**config.mk**
```make
export PLATFORM = sky130hd
export DESIGN_NAME = dsp_rr_arbiter
export DESIGN_NICKNAME = d
export VERILOG_FILES = /design/src/rtl/dsp_rr_arbiter.sv
export SDC_FILE = /design/constraint.sdc
export NUM_CORES = 1
export LEC_CHECK = 0
export CORE_AREA = 5 5 155 157
export CTS_BUF_LIST = sky130_fd_sc_hd__clkbuf_2
export CTS_CLUSTER_SIZE = 8
export DETAILED_ROUTE_END_ITERATION = 10
export DIE_AREA = 0 0 160 162
export PLACE_DENSITY = 0.64
export SKIP_LAST_GASP = 1
export SLEW_MARGIN = 20
export SYNTH_ARGS = -nofsm -noshare
export SYNTH_HDL_FRONTEND = slang
export SYNTH_SLANG_ARGS = --single-unit
```
**constraint.sdc**
```tcl
create_clock -name clock -period 3.3 [get_ports clock]
set_input_delay 0.825 -clock clock [delete_from_list [all_inputs] [get_ports clock]]
set_output_delay 0.825 -clock clock [all_outputs]
set_load 0.02 [all_outputs]
```
**src/rtl/dsp_rr_arbiter.sv**
```systemverilog
// dsp_rr_arbiter: round-robin sharing of one pipelined DSP unit with id-tagged responses
module dsp_rr_arbiter #(
  parameter int width = 32,
  parameter int reqs = 4,
  parameter int latency = 2
) (
  input  logic                       clock,
  input  logic                       reset,
  input  logic [reqs-1:0]            req_valid,
  input  logic [reqs*width-1:0]      req_a,
  input  logic [reqs*width-1:0]      req_b,
  output logic [reqs-1:0]            req_ready,
  input  logic [reqs-1:0]            mask,
  output logic [width-1:0]           dsp_a,
  output logic [width-1:0]           dsp_b,
  input  logic [width-1:0]           dsp_y,
  output logic                       rsp_valid,
  output logic [$clog2(reqs)-1:0]    rsp_id,
  output logic [width-1:0]           rsp_y,
  output logic [7:0]                 inflight,
  output logic                       idle
);
  localparam int idw = $clog2(reqs);
  logic [reqs-1:0] elig;
  logic [idw-1:0] ptr, g, k;
  logic hit, accept;
  int idx;
  logic [latency:0] tag_v;
  logic [idw-1:0] tag_id [latency+1];
  // first eligible requester searching upward from ptr with wrap-around
  always_comb begin
    elig = req_valid & mask;
    hit = 1'b0;
    g = '0;
    idx = 0;
    k = '0;
    for (int i = 0; i < reqs; i++) begin
      idx = (int'(ptr) + i) % reqs;
      k = idw'(idx);
      if (!hit && elig[k]) begin
        hit = 1'b1;
        g = k;
      end
    end
    accept = hit && !reset;
    req_ready = accept ? reqs'(1) << g : '0;
  end
  // register granted operands onto the DSP and advance the round-robin pointer
  always_ff @(posedge clock)
    if (reset) begin
      ptr <= '0;
      dsp_a <= '0;
      dsp_b <= '0;
    end else begin
      ptr <= accept ? (g == idw'(reqs - 1) ? '0 : g + 1'b1) : ptr;
      dsp_a <= accept ? req_a[g*width +: width] : '0;
      dsp_b <= accept ? req_b[g*width +: width] : '0;
    end
  // tag pipe tracks the requester id alongside the DSP pipeline, one slot per cycle
  always_ff @(posedge clock)
    if (reset) begin
      tag_v <= '0;
      for (int s = 0; s <= latency; s++) tag_id[s] <= '0;
    end else begin
      tag_v <= {tag_v[latency-1:0], accept};
      tag_id[0] <= g;
      for (int s = 1; s <= latency; s++) tag_id[s] <= tag_id[s-1];
    end
  // capture the DSP result when its tag leaves the pipe; hold it otherwise
  always_ff @(posedge clock)
    if (reset) begin
      rsp_valid <= 1'b0;
      rsp_id <= '0;
      rsp_y <= '0;
    end else begin
      rsp_valid <= tag_v[latency];
      if (tag_v[latency]) begin
        rsp_id <= tag_id[latency];
        rsp_y <= dsp_y;
      end
    end
  // count operations accepted but not yet emitted as responses
  always_ff @(posedge clock)
    if (reset) inflight <= '0;
    else inflight <= inflight + 8'(accept) - 8'(rsp_valid);
  assign idle = inflight == 8'd0;
endmodule

```
Word level (Yosys, flattened, before mapping)
Memories as Yosys holds them, arrays and structs flattened. A register that Yosys moved wholly into a read port is not among the register bits.
Index checks and enable logic that the tools add are counted.
{"block": "totals", "regBits": 110, "word_cells": 61, "input_bits": 298, "n_memories": 1, "ram_bits": 6}
{"block": "op_classes", "reduce_logical": 10, "n_eq_ne": 1, "n_lt_le_gt_ge": 4, "bitwise_logic": 5, "shift": 3, "addsub": 6, "n_mux": 24}
{"name": "tag_id", "depth": 3, "word_bits": 2, "rd": 3, "rd_clocked_by_memory_dff": 1, "wr": 3, "line_no": "29", "rtl": "logic [idw-1:0] tag_id [latency+1];"}
{"cell": "$shiftx A128 B8 Y32", "n": 2}
{"cell": "$mux W2", "n": 8}
{"cell": "$lt A2 B3 Y1 const B", "n": 4}
{"cell": "$mux W1", "n": 11}
{"cell": "$add A8 B1 Y8", "n": 1}
{"cell": "$bmux W1 S2", "n": 4}
{"cell": "$logic_not A8 Y1", "n": 1}
{"cell": "$sub A8 B1 Y8", "n": 1}
{"cell": "$add A2 B1 Y2 const B", "n": 2}
{"cell": "$add A2 B2 Y2 const B", "n": 2}
{"cell": "$and A4 B4 Y4", "n": 1}
{"cell": "$logic_and A1 B1 Y1", "n": 4}
{"cell": "$logic_not A1 Y1", "n": 4}
{"cell": "$mux W4", "n": 1}
{"cell": "$shl A1 B2 Y4 const A", "n": 1}
{"cell": "$or A1 B1 Y1", "n": 3}
{"cell": "$eq A2 B2 Y1 const B", "n": 1}
{"cell": "$reduce_or A2 Y1", "n": 1}
{"cell": "$not A1 Y1", "n": 1}

Longest topological paths before layout
{"block": "logic_depth", "word_depth": 16, "mapped_depth": 14, "mapped_depth_nobuf": 14}

Worst setup path after synthesis
Ideal clock, no wire load.
{"block": "synth_timing", "path_kind": "input to output", "start": "input req_valid[1]", "end": "output req_ready[0]", "stages": 9, "required_time_ns": 2.475, "setup_slack_ns": 0.277, "arrival_ns": 2.198, "cell_sequence": "and2_4 o311ai_1 o21a_1 buf_6 buf_12 buf_8 inv_2 ha_1 and2_1"}
{"block": "synth_between", "elab_chain_len": 15, "elab_cells_between_ends": 26, "cone_classes": "1 x shift; 17 x mux; 1 x bitwise; 7 x reduce/logical"}
{"element": "start: declaration", "line_no": "9", "rtl": "input logic [reqs-1:0] req_valid,"}
{"element": "$and A4 B4 Y4 *", "line_no": "32", "rtl": "elig = req_valid & mask;"}
{"element": "$bmux W1 S2", "line_no": "40", "rtl": "if (!hit && elig[k]) begin"}
{"element": "$mux W1 (not written as such)", "line_no": "40"}
{"element": "$mux W1", "line_no": "40"}
{"element": "$logic_not A1 Y1", "line_no": "40"}
{"element": "$logic_and A1 B1 Y1", "line_no": "40"}
{"element": "$mux W1", "line_no": "40"}
{"element": "$logic_not A1 Y1", "line_no": "40"}
{"element": "$logic_and A1 B1 Y1", "line_no": "40"}
{"element": "$mux W1", "line_no": "40"}
{"element": "$logic_not A1 Y1", "line_no": "40"}
{"element": "$logic_and A1 B1 Y1", "line_no": "40"}
{"element": "$mux W2 *", "line_no": "40"}
{"element": "net g[1]", "line_no": "25", "rtl": "logic [idw-1:0] ptr, g, k;"}
{"element": "$shl A1 B2 Y4 *", "line_no": "46", "rtl": "req_ready = accept ? reqs'(1) << g : '0;"}
{"element": "$mux W4 *", "line_no": "46"}
{"element": "end: declaration", "line_no": "12", "rtl": "output logic [reqs-1:0] req_ready,"}
Mark *: on every way through the listed nets, which the timed path passes. The rest lies on a longest branch. The select of a mux whose other input is x is not followed.

Worst setup path in the final report
{"block": "layout_timing", "start": "input req_valid[1]", "end": "output req_ready[1]"}
The elaborated chain is that of the path after synthesis.

==> metrics.md <==
| Metric | Value |
|---|---|
| Status | `completed` |
| Post-route minimum period | `3.21 ns` |
| Final setup viols | `0` |
| Vias | `5477` |
| Clock sink count | `118` |
| Area after DPL | `9820 um^2` |
| WL/cell | `18.4 um` |
| Async SR Flop Fraction | `0%` |
| DRC | `0` |
| Hpwl dp | `17.7 mm` |
| Horiz. Die Dim | `160 um` |
| CP Launch Point | `req_valid[1]` |
| Avg Inst Size Synth | `10.7 um^2` |
| Nets | `1239` |
| Cell count after synthesis | `519` |
| Die Ht | `162 um` |
| Slew Limit Headroom | `43.4%` |
| Setup crit start kind | `input port` |
| Fin area | `10200 um^2` |
| Hold Slack | `0.427 ns` |
| Final GP Congestion | `0.837` |
| Req. time, crit path | `2.47 ns` |
| Crit Reg-Reg Startpoint | `ptr[1]` |
| Final ANT Viol Nets | `0` |
| Worst Setup End Kind | `output pin` |
| Critical Path, Cell by Cell | `dlygate4sd2_1 -> and2_4 -> nor2_1 -> o41a_1 -> inv_2 -> buf_4 -> ha_2 -> and2_4 -> buf_6` |
| Power density over cell area | `464 nW/um^2` |
| Critical path fanouts, max | `4` |
| Pin count of the biggest net entering global routing | `66` |
| Arr. time, crit path | `2.39 ns` |
| Peak supply drop | `0.199 mV` |
| Initial Utilization | `24.9%` |
| Num CTS Buffers | `17` |
| #FFs+latches synth | `118` |
| Maxcap violations | `0` |
| CTS tree | `built` |
| Post-synth EDFFs | `0` |
| Fin. Hold Viols | `0` |
| Crit path setup slack, layout | `0.0899 ns` |
| FMAX | `312 MHz` |
| Clock root buffer | `clkbuf_2` |
| Worst skew pair latency | `0.64 ns` |
| Syn Std Cell Area | `5570 um^2` |
| Clock-pin slew on the worst setup and hold paths | `0.20 ns` |
| R2R setup slack | `0.93 ns` |
| Hold path start | `tag_v[1]` |
| Min-Delay Endpoint | `tag_v[2]` |
| H-tree levels | `4` |
| Die area | `25900 um^2` |
| Slew Viols, Final | `0` |
| Total GRT Usage | `16.4%` |
| Worst path max stage delay | `0.47 ns` |
| First-pass GRT wire length | `32.8 mm` |
| DRT Pass-1 Iters | `4` |
| Pleak | `0.00397 uW` |
| Cell row count | `55` |
| Yosys cell types | `44` |
| Layout filler cell count | `2225` |
| Buffers on Ports | `409` |
| Slew at the pin closest to its max-slew limit | `0.850 ns` |
| I/O pins | `410` |
| Remaining Overflow, GRT | `0` |
| Vias in the first global route | `5637` |
| Mapped Nets | `833` |
| Utilization after layout | `45.6%` |
| FF+latch area | `2370 um^2` |
| Share of cells above drive strength 1 | `7.36%` |
| Yosys warnings | `0` |
| Final period util | `97.3%` |
| Sequential share of the synthesized area | `42.4%` |
| Final Skew | `0.0199 ns` |
| Crit Reg-Reg Endpoint | `dsp_a[26]` |
| Area Growth Syn to Fin | `83.0%` |
| RSZ-0062 raised after global routing | `yes` |
| Hold Path Stages | `1` |
| Setup CP Type | `input port to output pin` |
| Setup WS pre-CTS | `-0.457 ns` |
| Post-synth top flop | `dfxtp_1` |
| Cell mode on critical path | `and2_4` |
| Initial antenna violation count | `2` |
| TNS Setup | `0 ns` |
| Total Wirelength | `22.5 mm` |
| CP max stage cell | `o41a_1` |
| CTS Buffer Depth | `2` |
| Reg2reg path depth | `8` |
| Initial DRC count | `235` |
| Hold WC Path Type | `flop to flop` |
| Vias/cell | `4.47` |
| Multi-input gate area | `2850 um^2` |
| Core Region | `22400 um^2` |
-- cell usage after synthesis, types with 3 or more instances --
master | n | share of area [%]
mux2i_1 | 162 | 29
dfxtp_1 | 118 | 42
o22ai_1 | 64 | 7.2
nor2_1 | 44 | 3.0
buf_2 | 15 | 1.3
ha_1 | 15 | 3.4
inv_1 | 12 | 0.81
nor2b_1 | 11 | 1.2
buf_12 | 8 | 2.9
clkbuf_1 | 6 | 0.40
nand2_1 | 6 | 0.40
and2_1 | 5 | 0.56
a21oi_1 | 4 | 0.36
buf_8 | 3 | 0.81
clkbuf_4 | 3 | 0.40
inv_2 | 3 | 0.20
nor3_1 | 3 | 0.27
o21a_1 | 3 | 0.40
-- worst max-delay path by stage --
stage	slack [ns]	endpoint	cells after the start
final	0.09	req_ready[1]	9
after global routing	-0.06	req_ready[3]	6
after CTS	0.05	req_ready[1]	7
after detailed placement	-0.46	req_ready[3]	7
after global placement	-0.42	req_ready[3]	7
after floorplan	0.28	req_ready[0]	9
-- stage by stage --
step,total power (uW),std cells
2_1_floorplan,2690,519
3_3_place_gp,3490,1190
3_5_place_dp,3500,1190
4_1_cts,4820,1222
5_1_grt,5030,1225
6_report,4730,1225
-- kinds of logic (layout without fill, tap and decap cells) --
family / count (synthesis) / count (layout) / share of synthesized area (%)
compound gates: 83 / 83 / 9.74
xor+xnor: 2 / 2 / 0.314
fa+ha+maj: 16 / 16 / 3.73
buf+inv: 53 / 471 / 7.18
flops: 118 / 118 / 42.4
mux: 162 / 162 / 29.1
other cells: 0 / 3 / 0
simple gates: 85 / 85 / 7.56
-- area by class of cell --
cell class	instances	share of cell area, %
inverters	15	0.552
flip-flops and latches	118	23.2
multi-input cells	348	27.9
diodes	3	0.0736
repair buffers	425	41.5
clock inverters	14	2.43
well taps	285	3.50
clock buffers	17	0.834
-- layout by cell type, fill, tap and decap left out, types with 2 or more instances in the layout --
cell               n
inv_2              3
nor2_1            44
o21a_1             2
nand2_1            2
and2_4             2
buf_4             14
a21oi_1            4
clkbuf_2          17
nor3_1             3
mux2i_1          162
nor2b_1           11
and3_1             2
xnor2_1            2
and2_1             4
diode_2            3
clkdlybuf4s50_1  396
o22ai_1           64
ha_1              14
dfxtp_2            2
clkinv_4           4
clkdlybuf4s15_2    3
buf_12             2
bufinv_16          6
inv_1             12
dlygate4sd2_1      8
nand2_2            4
and3b_1            2
clkinvlp_4         2
or3_1              2
a211o_1            2
nor4b_1            2
inv_6              2
nor4_1             2
dfxtp_1          115
-- state kept, by name, indices dropped and copies added, names as in the netlist --
signal,cells
tag_id,6
tag_v,3
dsp_b,32
ptr,2
dsp_a,32
rsp_valid,1
inflight,8
rsp_id,2
rsp_y,32
-- metal layers --
metal  GRT usage (%)  wire length, um  vias up  part of all wire [%]
met5               0                0        -                     0
met4            5.01              471        0                   2.1
met3            6.95             1950       25                   8.7
met2            29.0            11400      232                    51
met1            18.0             8670     2521                    39
li1                -                -     2699                     -
-- where the power goes --
part | switching, uW | internal [uW] | leakage (uW)
registers | 75.2 | 1580 | 0.000970
logic | 815 | 987 | 0.00282
clock network | 618 | 654 | 0.000181
-- worst max-delay path: cells and delay by family --
kind                       cells  cell delay (ns)
buffers and inverters          4             0.57
adders and majority gates      1             0.16
and+or+nand+nor                3             0.36
AOI/OAI and AO/OA              1             0.47
-- what timing repair did --
action / CTS / global route
pin swaps: 3 / 1
resized for setup: 22 / 4
buffers inserted: 1 / 0
setup endpoints to repair: 4 / 3
hold buffers: 0 / 0
No activity file was read; power rests on OpenSTA's default activity.
